**src/rtl/axi_lite_arbiter_2to1_if.sv**
```systemverilog
// AXI-lite bundle shared by the arbiter's two upstream ports and its
// downstream port. "master" drives requests, "slave" answers them.
interface axi_lite_if #(
    parameter int ADDR_W = 32,
    parameter int DATA_W = 32
);
    logic [ADDR_W-1:0]   araddr;
    logic                arvalid;
    logic                arready;
    logic [DATA_W-1:0]   rdata;
    logic [1:0]          rresp;
    logic                rvalid;
    logic                rready;
    logic [ADDR_W-1:0]   awaddr;
    logic                awvalid;
    logic                awready;
    logic [DATA_W-1:0]   wdata;
    logic [DATA_W/8-1:0] wstrb;
    logic                wvalid;
    logic                wready;
    logic [1:0]          bresp;
    logic                bvalid;
    logic                bready;

    modport master (
        output araddr, arvalid, input arready,
        input  rdata, rresp, rvalid, output rready,
        output awaddr, awvalid, input awready,
        output wdata, wstrb, wvalid, input wready,
        input  bresp, bvalid, output bready
    );

    modport slave (
        input  araddr, arvalid, output arready,
        output rdata, rresp, rvalid, input rready,
        input  awaddr, awvalid, output awready,
        input  wdata, wstrb, wvalid, output wready,
        output bresp, bvalid, input bready
    );
endinterface

```
**src/rtl/axi_lite_arbiter_2to1.sv**
```systemverilog
// Two-master (IFU on m0, LSU on m1) to one-slave AXI-lite arbiter.
// One whole read or write transaction is granted at a time; ownership is
// decided in a registered IDLE cycle and rotates round-robin between masters.
module axi_lite_arbiter_2to1 #(
    parameter int   ADDR_W    = 32,
    parameter int   DATA_W    = 32,
    parameter logic INIT_LAST = 1'b1
) (
    input  logic       clk,
    input  logic       rst,
    axi_lite_if.slave  m0,
    axi_lite_if.slave  m1,
    axi_lite_if.master s,
    output logic [1:0] grant_o
);
    localparam int STRB_W = DATA_W / 8;

    typedef enum logic [1:0] {
        IDLE = 2'b00,
        RD   = 2'b01,
        WR   = 2'b10
    } state_t;

    state_t state_q, state_d;
    logic   owner_q, owner_d;
    logic   last_q, last_d;
    logic   ar_done_q, ar_done_d;
    logic   aw_done_q, aw_done_d;
    logic   w_done_q, w_done_d;

    // Requests and round-robin pick (only used while IDLE)
    logic req0, req1, gnt_pick;
    assign req0     = m0.arvalid | m0.awvalid | m0.wvalid;
    assign req1     = m1.arvalid | m1.awvalid | m1.wvalid;
    assign gnt_pick = (req0 & req1) ? ~last_q : req1;

    // Request-side signals of whichever master currently owns the bus
    logic [ADDR_W-1:0] sel_araddr, sel_awaddr;
    logic [DATA_W-1:0] sel_wdata;
    logic [STRB_W-1:0] sel_wstrb;
    logic              sel_arvalid, sel_awvalid, sel_wvalid, sel_rready, sel_bready;
    assign sel_araddr  = owner_q ? m1.araddr  : m0.araddr;
    assign sel_arvalid = owner_q ? m1.arvalid : m0.arvalid;
    assign sel_rready  = owner_q ? m1.rready  : m0.rready;
    assign sel_awaddr  = owner_q ? m1.awaddr  : m0.awaddr;
    assign sel_awvalid = owner_q ? m1.awvalid : m0.awvalid;
    assign sel_wdata   = owner_q ? m1.wdata   : m0.wdata;
    assign sel_wstrb   = owner_q ? m1.wstrb   : m0.wstrb;
    assign sel_wvalid  = owner_q ? m1.wvalid  : m0.wvalid;
    assign sel_bready  = owner_q ? m1.bready  : m0.bready;

    // Downstream drive and response-side signals headed to the owner
    logic [ADDR_W-1:0] s_araddr, s_awaddr;
    logic [DATA_W-1:0] s_wdata;
    logic [STRB_W-1:0] s_wstrb;
    logic              s_arvalid, s_rready, s_awvalid, s_wvalid, s_bready;
    logic              fwd_arready, fwd_rvalid, fwd_awready, fwd_wready, fwd_bvalid;
    logic [DATA_W-1:0] fwd_rdata;
    logic [1:0]        fwd_rresp, fwd_bresp;
    logic              aw_hs, w_hs, b_open;

    // Next-state, done-flag bookkeeping and channel routing
    always_comb begin
        state_d     = state_q;
        owner_d     = owner_q;
        last_d      = last_q;
        ar_done_d   = ar_done_q;
        aw_done_d   = aw_done_q;
        w_done_d    = w_done_q;
        s_araddr    = '0;
        s_arvalid   = 1'b0;
        s_rready    = 1'b0;
        s_awaddr    = '0;
        s_awvalid   = 1'b0;
        s_wdata     = '0;
        s_wstrb     = '0;
        s_wvalid    = 1'b0;
        s_bready    = 1'b0;
        fwd_arready = 1'b0;
        fwd_rvalid  = 1'b0;
        fwd_rdata   = '0;
        fwd_rresp   = '0;
        fwd_awready = 1'b0;
        fwd_wready  = 1'b0;
        fwd_bvalid  = 1'b0;
        fwd_bresp   = '0;
        aw_hs       = 1'b0;
        w_hs        = 1'b0;
        b_open      = 1'b0;
        case (state_q)
            IDLE: begin
                // Nothing is forwarded here, so no valid->ready path exists
                if (req0 | req1) begin
                    owner_d = gnt_pick;
                    state_d = (gnt_pick ? m1.arvalid : m0.arvalid) ? RD : WR;
                end
            end
            RD: begin
                s_araddr    = sel_araddr;
                s_arvalid   = sel_arvalid & ~ar_done_q;
                fwd_arready = s.arready & ~ar_done_q;
                fwd_rvalid  = s.rvalid;
                fwd_rdata   = s.rdata;
                fwd_rresp   = s.rresp;
                s_rready    = sel_rready;
                if (s_arvalid & s.arready) begin
                    ar_done_d = 1'b1;
                end
                if (s.rvalid & sel_rready) begin
                    state_d   = IDLE;
                    last_d    = owner_q;
                    ar_done_d = 1'b0;
                end
            end
            WR: begin
                s_awaddr    = sel_awaddr;
                s_awvalid   = sel_awvalid & ~aw_done_q;
                fwd_awready = s.awready & ~aw_done_q;
                s_wdata     = sel_wdata;
                s_wstrb     = sel_wstrb;
                s_wvalid    = sel_wvalid & ~w_done_q;
                fwd_wready  = s.wready & ~w_done_q;
                aw_hs       = s_awvalid & s.awready;
                w_hs        = s_wvalid & s.wready;
                if (aw_hs) aw_done_d = 1'b1;
                if (w_hs)  w_done_d  = 1'b1;
                // The response is only passed once both address and data are in
                b_open      = (aw_done_q | aw_hs) & (w_done_q | w_hs);
                fwd_bvalid  = s.bvalid & b_open;
                fwd_bresp   = s.bresp;
                s_bready    = sel_bready & b_open;
                if (s.bvalid & s_bready) begin
                    state_d   = IDLE;
                    last_d    = owner_q;
                    aw_done_d = 1'b0;
                    w_done_d  = 1'b0;
                end
            end
            default: begin
                state_d   = IDLE;
                ar_done_d = 1'b0;
                aw_done_d = 1'b0;
                w_done_d  = 1'b0;
            end
        endcase
    end

    // Arbiter state register; reset abandons any transaction in flight
    always_ff @(posedge clk or negedge rst) begin
        if (!rst) begin
            state_q   <= IDLE;
            owner_q   <= 1'b0;
            last_q    <= INIT_LAST;
            ar_done_q <= 1'b0;
            aw_done_q <= 1'b0;
            w_done_q  <= 1'b0;
        end else begin
            state_q   <= state_d;
            owner_q   <= owner_d;
            last_q    <= last_d;
            ar_done_q <= ar_done_d;
            aw_done_q <= aw_done_d;
            w_done_q  <= w_done_d;
        end
    end

    assign s.araddr  = s_araddr;
    assign s.arvalid = s_arvalid;
    assign s.rready  = s_rready;
    assign s.awaddr  = s_awaddr;
    assign s.awvalid = s_awvalid;
    assign s.wdata   = s_wdata;
    assign s.wstrb   = s_wstrb;
    assign s.wvalid  = s_wvalid;
    assign s.bready  = s_bready;

    // The non-owner always sees idle response channels
    assign m0.arready = fwd_arready & ~owner_q;
    assign m0.rvalid  = fwd_rvalid  & ~owner_q;
    assign m0.rdata   = owner_q ? '0 : fwd_rdata;
    assign m0.rresp   = owner_q ? '0 : fwd_rresp;
    assign m0.awready = fwd_awready & ~owner_q;
    assign m0.wready  = fwd_wready  & ~owner_q;
    assign m0.bvalid  = fwd_bvalid  & ~owner_q;
    assign m0.bresp   = owner_q ? '0 : fwd_bresp;

    assign m1.arready = fwd_arready & owner_q;
    assign m1.rvalid  = fwd_rvalid  & owner_q;
    assign m1.rdata   = owner_q ? fwd_rdata : '0;
    assign m1.rresp   = owner_q ? fwd_rresp : '0;
    assign m1.awready = fwd_awready & owner_q;
    assign m1.wready  = fwd_wready  & owner_q;
    assign m1.bvalid  = fwd_bvalid  & owner_q;
    assign m1.bresp   = owner_q ? fwd_bresp : '0;

    assign grant_o = (state_q == RD || state_q == WR) ? (owner_q ? 2'b10 : 2'b01) : 2'b00;
endmodule
```
**src/flat_wrapper.sv**
```systemverilog
// flat-port wrapper written by rule: the top's interface ports become plain ports
module axi_lite_arbiter_2to1_flat 
#(
    parameter int   ADDR_W    = 32,
    parameter int   DATA_W    = 32,
    parameter logic INIT_LAST = 1'b1
)
  (clk, rst, grant_o, m0_araddr, m0_arvalid, m0_arready, m0_rdata, m0_rresp, m0_rvalid, m0_rready, m0_awaddr, m0_awvalid, m0_awready, m0_wdata, m0_wstrb, m0_wvalid, m0_wready, m0_bresp, m0_bvalid, m0_bready, m1_araddr, m1_arvalid, m1_arready, m1_rdata, m1_rresp, m1_rvalid, m1_rready, m1_awaddr, m1_awvalid, m1_awready, m1_wdata, m1_wstrb, m1_wvalid, m1_wready, m1_bresp, m1_bvalid, m1_bready, s_araddr, s_arvalid, s_arready, s_rdata, s_rresp, s_rvalid, s_rready, s_awaddr, s_awvalid, s_awready, s_wdata, s_wstrb, s_wvalid, s_wready, s_bresp, s_bvalid, s_bready);
  axi_lite_if #(.ADDR_W(ADDR_W), .DATA_W(DATA_W)) m0_i ();
  axi_lite_if #(.ADDR_W(ADDR_W), .DATA_W(DATA_W)) m1_i ();
  axi_lite_if #(.ADDR_W(ADDR_W), .DATA_W(DATA_W)) s_i ();
  input  logic clk;
  input  logic rst;
  output logic [1:0] grant_o;
  input wire logic [$bits(m0_i.araddr)-1:0] m0_araddr;
  input wire logic [$bits(m0_i.arvalid)-1:0] m0_arvalid;
  output wire logic [$bits(m0_i.arready)-1:0] m0_arready;
  output wire logic [$bits(m0_i.rdata)-1:0] m0_rdata;
  output wire logic [$bits(m0_i.rresp)-1:0] m0_rresp;
  output wire logic [$bits(m0_i.rvalid)-1:0] m0_rvalid;
  input wire logic [$bits(m0_i.rready)-1:0] m0_rready;
  input wire logic [$bits(m0_i.awaddr)-1:0] m0_awaddr;
  input wire logic [$bits(m0_i.awvalid)-1:0] m0_awvalid;
  output wire logic [$bits(m0_i.awready)-1:0] m0_awready;
  input wire logic [$bits(m0_i.wdata)-1:0] m0_wdata;
  input wire logic [$bits(m0_i.wstrb)-1:0] m0_wstrb;
  input wire logic [$bits(m0_i.wvalid)-1:0] m0_wvalid;
  output wire logic [$bits(m0_i.wready)-1:0] m0_wready;
  output wire logic [$bits(m0_i.bresp)-1:0] m0_bresp;
  output wire logic [$bits(m0_i.bvalid)-1:0] m0_bvalid;
  input wire logic [$bits(m0_i.bready)-1:0] m0_bready;
  input wire logic [$bits(m1_i.araddr)-1:0] m1_araddr;
  input wire logic [$bits(m1_i.arvalid)-1:0] m1_arvalid;
  output wire logic [$bits(m1_i.arready)-1:0] m1_arready;
  output wire logic [$bits(m1_i.rdata)-1:0] m1_rdata;
  output wire logic [$bits(m1_i.rresp)-1:0] m1_rresp;
  output wire logic [$bits(m1_i.rvalid)-1:0] m1_rvalid;
  input wire logic [$bits(m1_i.rready)-1:0] m1_rready;
  input wire logic [$bits(m1_i.awaddr)-1:0] m1_awaddr;
  input wire logic [$bits(m1_i.awvalid)-1:0] m1_awvalid;
  output wire logic [$bits(m1_i.awready)-1:0] m1_awready;
  input wire logic [$bits(m1_i.wdata)-1:0] m1_wdata;
  input wire logic [$bits(m1_i.wstrb)-1:0] m1_wstrb;
  input wire logic [$bits(m1_i.wvalid)-1:0] m1_wvalid;
  output wire logic [$bits(m1_i.wready)-1:0] m1_wready;
  output wire logic [$bits(m1_i.bresp)-1:0] m1_bresp;
  output wire logic [$bits(m1_i.bvalid)-1:0] m1_bvalid;
  input wire logic [$bits(m1_i.bready)-1:0] m1_bready;
  output wire logic [$bits(s_i.araddr)-1:0] s_araddr;
  output wire logic [$bits(s_i.arvalid)-1:0] s_arvalid;
  input wire logic [$bits(s_i.arready)-1:0] s_arready;
  input wire logic [$bits(s_i.rdata)-1:0] s_rdata;
  input wire logic [$bits(s_i.rresp)-1:0] s_rresp;
  input wire logic [$bits(s_i.rvalid)-1:0] s_rvalid;
  output wire logic [$bits(s_i.rready)-1:0] s_rready;
  output wire logic [$bits(s_i.awaddr)-1:0] s_awaddr;
  output wire logic [$bits(s_i.awvalid)-1:0] s_awvalid;
  input wire logic [$bits(s_i.awready)-1:0] s_awready;
  output wire logic [$bits(s_i.wdata)-1:0] s_wdata;
  output wire logic [$bits(s_i.wstrb)-1:0] s_wstrb;
  output wire logic [$bits(s_i.wvalid)-1:0] s_wvalid;
  input wire logic [$bits(s_i.wready)-1:0] s_wready;
  input wire logic [$bits(s_i.bresp)-1:0] s_bresp;
  input wire logic [$bits(s_i.bvalid)-1:0] s_bvalid;
  output wire logic [$bits(s_i.bready)-1:0] s_bready;
  assign m0_i.araddr = m0_araddr;
  assign m0_i.arvalid = m0_arvalid;
  assign m0_arready = m0_i.arready;
  assign m0_rdata = m0_i.rdata;
  assign m0_rresp = m0_i.rresp;
  assign m0_rvalid = m0_i.rvalid;
  assign m0_i.rready = m0_rready;
  assign m0_i.awaddr = m0_awaddr;
  assign m0_i.awvalid = m0_awvalid;
  assign m0_awready = m0_i.awready;
  assign m0_i.wdata = m0_wdata;
  assign m0_i.wstrb = m0_wstrb;
  assign m0_i.wvalid = m0_wvalid;
  assign m0_wready = m0_i.wready;
  assign m0_bresp = m0_i.bresp;
  assign m0_bvalid = m0_i.bvalid;
  assign m0_i.bready = m0_bready;
  assign m1_i.araddr = m1_araddr;
  assign m1_i.arvalid = m1_arvalid;
  assign m1_arready = m1_i.arready;
  assign m1_rdata = m1_i.rdata;
  assign m1_rresp = m1_i.rresp;
  assign m1_rvalid = m1_i.rvalid;
  assign m1_i.rready = m1_rready;
  assign m1_i.awaddr = m1_awaddr;
  assign m1_i.awvalid = m1_awvalid;
  assign m1_awready = m1_i.awready;
  assign m1_i.wdata = m1_wdata;
  assign m1_i.wstrb = m1_wstrb;
  assign m1_i.wvalid = m1_wvalid;
  assign m1_wready = m1_i.wready;
  assign m1_bresp = m1_i.bresp;
  assign m1_bvalid = m1_i.bvalid;
  assign m1_i.bready = m1_bready;
  assign s_araddr = s_i.araddr;
  assign s_arvalid = s_i.arvalid;
  assign s_i.arready = s_arready;
  assign s_i.rdata = s_rdata;
  assign s_i.rresp = s_rresp;
  assign s_i.rvalid = s_rvalid;
  assign s_rready = s_i.rready;
  assign s_awaddr = s_i.awaddr;
  assign s_awvalid = s_i.awvalid;
  assign s_i.awready = s_awready;
  assign s_wdata = s_i.wdata;
  assign s_wstrb = s_i.wstrb;
  assign s_wvalid = s_i.wvalid;
  assign s_i.wready = s_wready;
  assign s_i.bresp = s_bresp;
  assign s_i.bvalid = s_bvalid;
  assign s_bready = s_i.bready;
  axi_lite_arbiter_2to1 #(.ADDR_W(ADDR_W), .DATA_W(DATA_W), .INIT_LAST(INIT_LAST)) u_core (.clk(clk), .rst(rst), .m0(m0_i), .m1(m1_i), .s(s_i), .grant_o(grant_o));
endmodule
```
**config.mk**
```make
export PLATFORM = sky130hd
export DESIGN_NAME = axi_lite_arbiter_2to1_flat
export DESIGN_NICKNAME = d
export VERILOG_FILES = /design/src/rtl/axi_lite_arbiter_2to1_if.sv /design/src/rtl/axi_lite_arbiter_2to1.sv /design/src/flat_wrapper.sv
export SDC_FILE = /design/constraint.sdc
export NUM_CORES = 1
export LEC_CHECK = 0
export ABC_AREA = 1
export BUFFER_PORTS_ARGS = -buffer_cell sky130_fd_sc_hd__buf_2
export CAP_MARGIN = 20
export CORE_AREA = 2 2 172 174
export DETAILED_ROUTE_END_ITERATION = 7
export DIE_AREA = 0 0 174 176
export HOLD_SLACK_MARGIN = 0.06
export SETUP_SLACK_MARGIN = 0.2
export SLEW_MARGIN = 20
export SYNTH_ARGS = -nofsm -noshare
export SYNTH_HDL_FRONTEND = slang
export SYNTH_SLANG_ARGS = --single-unit
export TNS_END_PERCENT = 5
```
**constraint.sdc**
```tcl
create_clock -name clk -period 1.5 [get_ports clk]
set_clock_uncertainty 0.05 [all_clocks]
set_input_delay 0.075 -clock clk [delete_from_list [all_inputs] [get_ports clk]]
set_output_delay 0.075 -clock clk [all_outputs]
set_load 0.02 [all_outputs]
```
=== Yosys cells after proc, flatten, opt, wreduce, memory -nomap -nowiden ===
Index checks and enable logic that the tools add are counted.

* Flip-flop bits (word level): 7
* Input port bits: 253
* Logic and storage cells: 117

* Eq/ne operators: 8
* Muxes and demuxes: 53
* Bitwise operators: 39
* Reductions and logical operators: 11

{| class="wikitable"
|+ Operator list
! operator !! number
|-
| $mux W32 || 9
|-
| $and A1 B1 Y1 || 25
|-
| $mux W1 || 25
|-
| $mux W2 || 12
|-
| $ne A3 B1 Y1 const B || 3
|-
| $mux W4 || 2
|-
| $pmux W1 S2 || 4
|-
| $reduce_and A2 Y1 || 4
|-
| $not A1 Y1 || 7
|-
| $or A1 B1 Y1 || 7
|-
| $ne A2 B1 Y1 const B || 3
|-
| $pmux W2 S3 || 1
|-
| $reduce_and A3 Y1 || 2
|-
| $reduce_or A2 Y1 || 2
|-
| $eq A2 B1 Y1 const B || 1
|-
| $eq A2 B2 Y1 const B || 1
|-
| $logic_not A2 Y1 || 1
|-
| $reduce_bool A2 Y1 || 1
|-
| $logic_or A1 B1 Y1 || 1
|}

=== Logic depth before layout (Yosys ltp) ===
* Word-level depth: 9
* Mapped depth: 11

=== Worst setup path before layout ===
OpenSTA, ideal clock, no wires.

* Path kind: register to output
* Start: reg u_core.state_q[0]
* End: out m1_awready
* Arrival: 1752 ps
* Slack: -377 ps
* Cell stages (with the launch flop): 6
* Cells stage by stage: dfrtp_1 > inv_1 > ha_1 > buf_2 > clkinv_1 > nor4_1

* Cells in the longest elaborated chain, start to end: 3

{| class="wikitable"
|+ Ends and longest elaborated chain
! item !! RTL line !! RTL
|-
| from (decl) || axi_lite_arbiter_2to1.sv:24 || <nowiki>state_t state_q, state_d;</nowiki>
|-
| from (signal assigned) || axi_lite_arbiter_2to1.sv:158 || <nowiki>state_q <= state_d;</nowiki>
|-
| $eq A2 B2 Y1 || axi_lite_arbiter_2to1.sv:90 || <nowiki>case (state_q)</nowiki>
|-
| $mux W1 || axi_lite_arbiter_2to1.sv:90 ||
|-
| $and A1 B1 Y1 || axi_lite_arbiter_2to1.sv:191 || <nowiki>assign m1.awready = fwd_awready & owner_q;</nowiki>
|-
| to (decl) || flat_wrapper.sv:41 || <nowiki>output wire logic [$bits(m1_i.awready)-1:0] m1_awready;</nowiki>
|}

No other way between the ends.

=== Worst setup path in the final report ===
* Start: reg u_core.owner_q
* End: out m0_bvalid

* Cells in the longest elaborated chain, start to end: 8

{| class="wikitable"
|+ Ends and longest elaborated chain
! item !! RTL line !! RTL
|-
| from (decl) || axi_lite_arbiter_2to1.sv:25 || <nowiki>logic owner_q, owner_d;</nowiki>
|-
| from (signal assigned) || axi_lite_arbiter_2to1.sv:159 || <nowiki>owner_q <= owner_d;</nowiki>
|-
| $mux W1 (on tied branches) || axi_lite_arbiter_2to1.sv:46, axi_lite_arbiter_2to1.sv:49 ||
|-
| $and A1 B1 Y1 (on tied branches) || axi_lite_arbiter_2to1.sv:117, axi_lite_arbiter_2to1.sv:121 ||
|-
| $and A1 B1 Y1 (on tied branches) || axi_lite_arbiter_2to1.sv:123, axi_lite_arbiter_2to1.sv:124 ||
|-
| $or A1 B1 Y1 || axi_lite_arbiter_2to1.sv:128 || <nowiki>b_open = (aw_done_q | aw_hs) & (w_done_q | w_hs);</nowiki>
|-
| $and A1 B1 Y1 || axi_lite_arbiter_2to1.sv:128 ||
|-
| $and A1 B1 Y1 || axi_lite_arbiter_2to1.sv:129 || <nowiki>fwd_bvalid = s.bvalid & b_open;</nowiki>
|-
| $mux W1 || axi_lite_arbiter_2to1.sv:90 ||
|-
| $and A1 B1 Y1 (*) || axi_lite_arbiter_2to1.sv:184 || <nowiki>assign m0.bvalid = fwd_bvalid & ~owner_q;</nowiki>
|-
| to (decl) || flat_wrapper.sv:30 || <nowiki>output wire logic [$bits(m0_i.bvalid)-1:0] m0_bvalid;</nowiki>
|}

Mark *: on every way between the ends. The rest lies on a longest branch, timed or not.

==> run summary <==
Status = finished with violations
Violated checks = setup timing
Fmax = 576 MHz
Synth-to-layout area growth = 208%
Total track usage = 12.2%
DR vias = 5597
CP Launch Type = flop
Yosys warning count = 0
Final Max Slew Viols = 0
Core outline area = 0.0285 sq mm
DRC Markers = 0
R2r endpoint = u_core.state_q[1]
Setup total negative slack = -27.95 ns
DRT antenna net count = 0
Yosys reg bits = 7
Post-synth top area share = 30.3%
Die width = 174 um
RSZ-0062 raised after global routing = true
Syn_area_per_cell = 4.71 sq um
Clock sink total = 7
Flop2flop setup slack = -0.05 ns
Final hold slack = 0.0967 ns
IO Port Bufs = 441
CP Max Fanout = 6
Reg2reg start = u_core.owner_q
Tcrit/Tclk final = 116%
Largest net degree at the start of global routing = 59
Initial antenna violation count = 8
Hold Path End = u_core.ar_done_q
Commonest cells post-synth = 216 x nor2_1, 104 x o21ai_0, 74 x nor3_1
Post-Syn Area = 0.00268 sq mm
Worst Path Arrival = 1.61 ns
Largest stage delay, worst path = 0.54 ns
Syn Nets = 825
Final Non-Filler Cells = 1415
Post-synth cell types = 29
Root Buffer = clkbuf_16
Slew headroom = 79.2%
Seq/Total Area, Yosys = 6.59%
Vias in the first global route = 5234
Initial Utilization = 9.38%
Dominant register cell in the synthesized netlist = dfrtp_1
Worst r2r path cells = 9
Fin nets = 1285
Leading area contributor after synthesis = nor2_1
Global placement routability congestion = 0.783
Htree depth = 1
Crit-path leading delay family = simple AND/OR/NAND/NOR gates
Final hold violations = 0
WL final = 21200 um
Hold Crit Start = s_arready
PnR worst setup slack = -0.236 ns
Leak = 4.07 nW
Count leader, synth = nor2_1
Vias/cell = 3.96
Power Density = 1690 mW/mm^2
Inst Count DP = 1393
Crit. End Element = output pin
Inserted Clock Buffers = 3
Hold Crit Class = primary input to flop
Max_cap viols = 0
Slowest cell on crit path = dfrtp_4
CP dominant cell by count = nand2_4
Place WS = -0.163 ns
WHS Path Cells = 3
1st-pass router iterations = 4
Cell Area, Placed = 0.00694 sq mm
Post-synthesis async set-or-reset flop share = 100%
Die Y = 176 um
Max VDD drop = 0.701 mV
Site row count = 62
Cell count after synthesis = 569
Bufs on Longest Clock Path = 2
Final instance area = 0.00825 sq mm
EDFF count, synth = 0
Final setup viols = 191
Reg clk slew, reported paths = 0.04 ns
Critical Path, Cell by Cell = clkinv_8 > nand2_4 > nand2_4 > nand3_2 > nand2_2 > and2_4 > nand3_4 > nor2_4 > buf_6
Die ar. = 0.0306 sq mm
IO Count = 442
First-pass GRT wire length = 29000 um
TritonCTS clock tree = yes
Worst path buffer plus inverter count = 2
DP HPWL = 15700 um
Largest cells by area after synthesis = nor2_1 30%, o21ai_0 19%, nor3_1 14%
Layout cell share with drive strength beyond 1 = 72.1%
CP Class = flop to output pin
Final Power = 14.0 mW
Initial DRC count = 159
GRT overflow = 0
Utilization after layout = 28.9%
Post-layout min period = 1.74 ns
WP data required = 1.37 ns
Worst Tran Pin Value = 0.311 ns
Detailed-route wire length per cell = 15.0 um
Clk_lat worst skew = 0.23 ns
## routing by layer
metal  global-route usage [%]  part of all wire (%)  vias up  wire length (um)
li1                         -                     -     2765                 -
met1                     14.3                    39     2529              8190
met2                     22.6                    53      271             11200
met3                     2.91                   7.0       26              1490
met4                     2.77                   1.4        6               288
met5                        0                  0.18        -                38
## kinds of logic after synthesis
| logic type | after synthesis | synth area share, % |
|---|---|---|
| buffers and inverters | 109 | 17.3 |
| adder cells (fa/ha/maj) | 3 | 1.40 |
| flip-flops | 7 | 6.59 |
| AO/OA/AOI/OAI | 114 | 21.8 |
| AND/OR/NAND/NOR | 336 | 52.9 |
## cells in the final DEF, fill, tap and decap left out, types with 5 or more instances in the layout
| cell type | n |
|---|---|
| nor2_2 | 97 |
| buf_6 | 79 |
| buf_12 | 21 |
| clkbuf_16 | 8 |
| dfrtp_1 | 5 |
| nand3_1 | 5 |
| buf_16 | 5 |
| buf_2 | 292 |
| nand2_2 | 5 |
| nor2_4 | 7 |
| nor2_1 | 112 |
| inv_1 | 53 |
| nor3_4 | 71 |
| o21ai_1 | 61 |
| nand2_1 | 21 |
| buf_4 | 99 |
| o21ai_0 | 18 |
| o21ai_2 | 27 |
## tightest hold or removal path, delay by kind of cell
family	cells	cell delay, ns
AO/OA/AOI/OAI	1	0.06
buffers and inverters	1	0.12
AND/OR/NAND/NOR	1	0.07
## flip-flops by register name, summed over array words and instances (netlist names)
signal	cells
u_core.state_q	2
u_core.last_q	1
u_core.aw_done_q	1
u_core.w_done_q	1
u_core.owner_q	1
u_core.ar_done_q	1
## area by class of cell
type | instances | area, sq um
sequential | 7 | 180
multi-input combinational | 453 | 3390
timing repair inverter | 1 | 16.3
clock buffer | 4 | 78.8
tap | 384 | 480
timing repair buffer | 505 | 3830
fill | 3063 | 20300
inverter | 58 | 262
antenna | 3 | 7.51
## worst max path at each step
stage,startpoint,to,depth (start not counted)
detailed placement,u_core.owner_q,s_wstrb[2],5
global placement,u_core.owner_q,s_wstrb[2],5
finish,u_core.owner_q,m0_bvalid,9
CTS,u_core.owner_q,s_awaddr[9],5
floorplan,u_core.state_q[0],m0_awready,5
global route,u_core.owner_q,m0_bvalid,9
## where the power goes
part	switching (mW)	internal, mW
Combinational	7.76	5.37
Clock	0.102	0.354
Sequential	0.0937	0.296
Total	7.96	6.02
## timing repair
item	CTS	global route
pin swaps	8	13
cloned	4	5
hold buffers	1	0
buffers inserted	4	1
resized for setup	230	151
setup endpoints to repair	195	195
endpoints found under the hold margin	7	0
No activity file was read; power rests on OpenSTA's default activity.
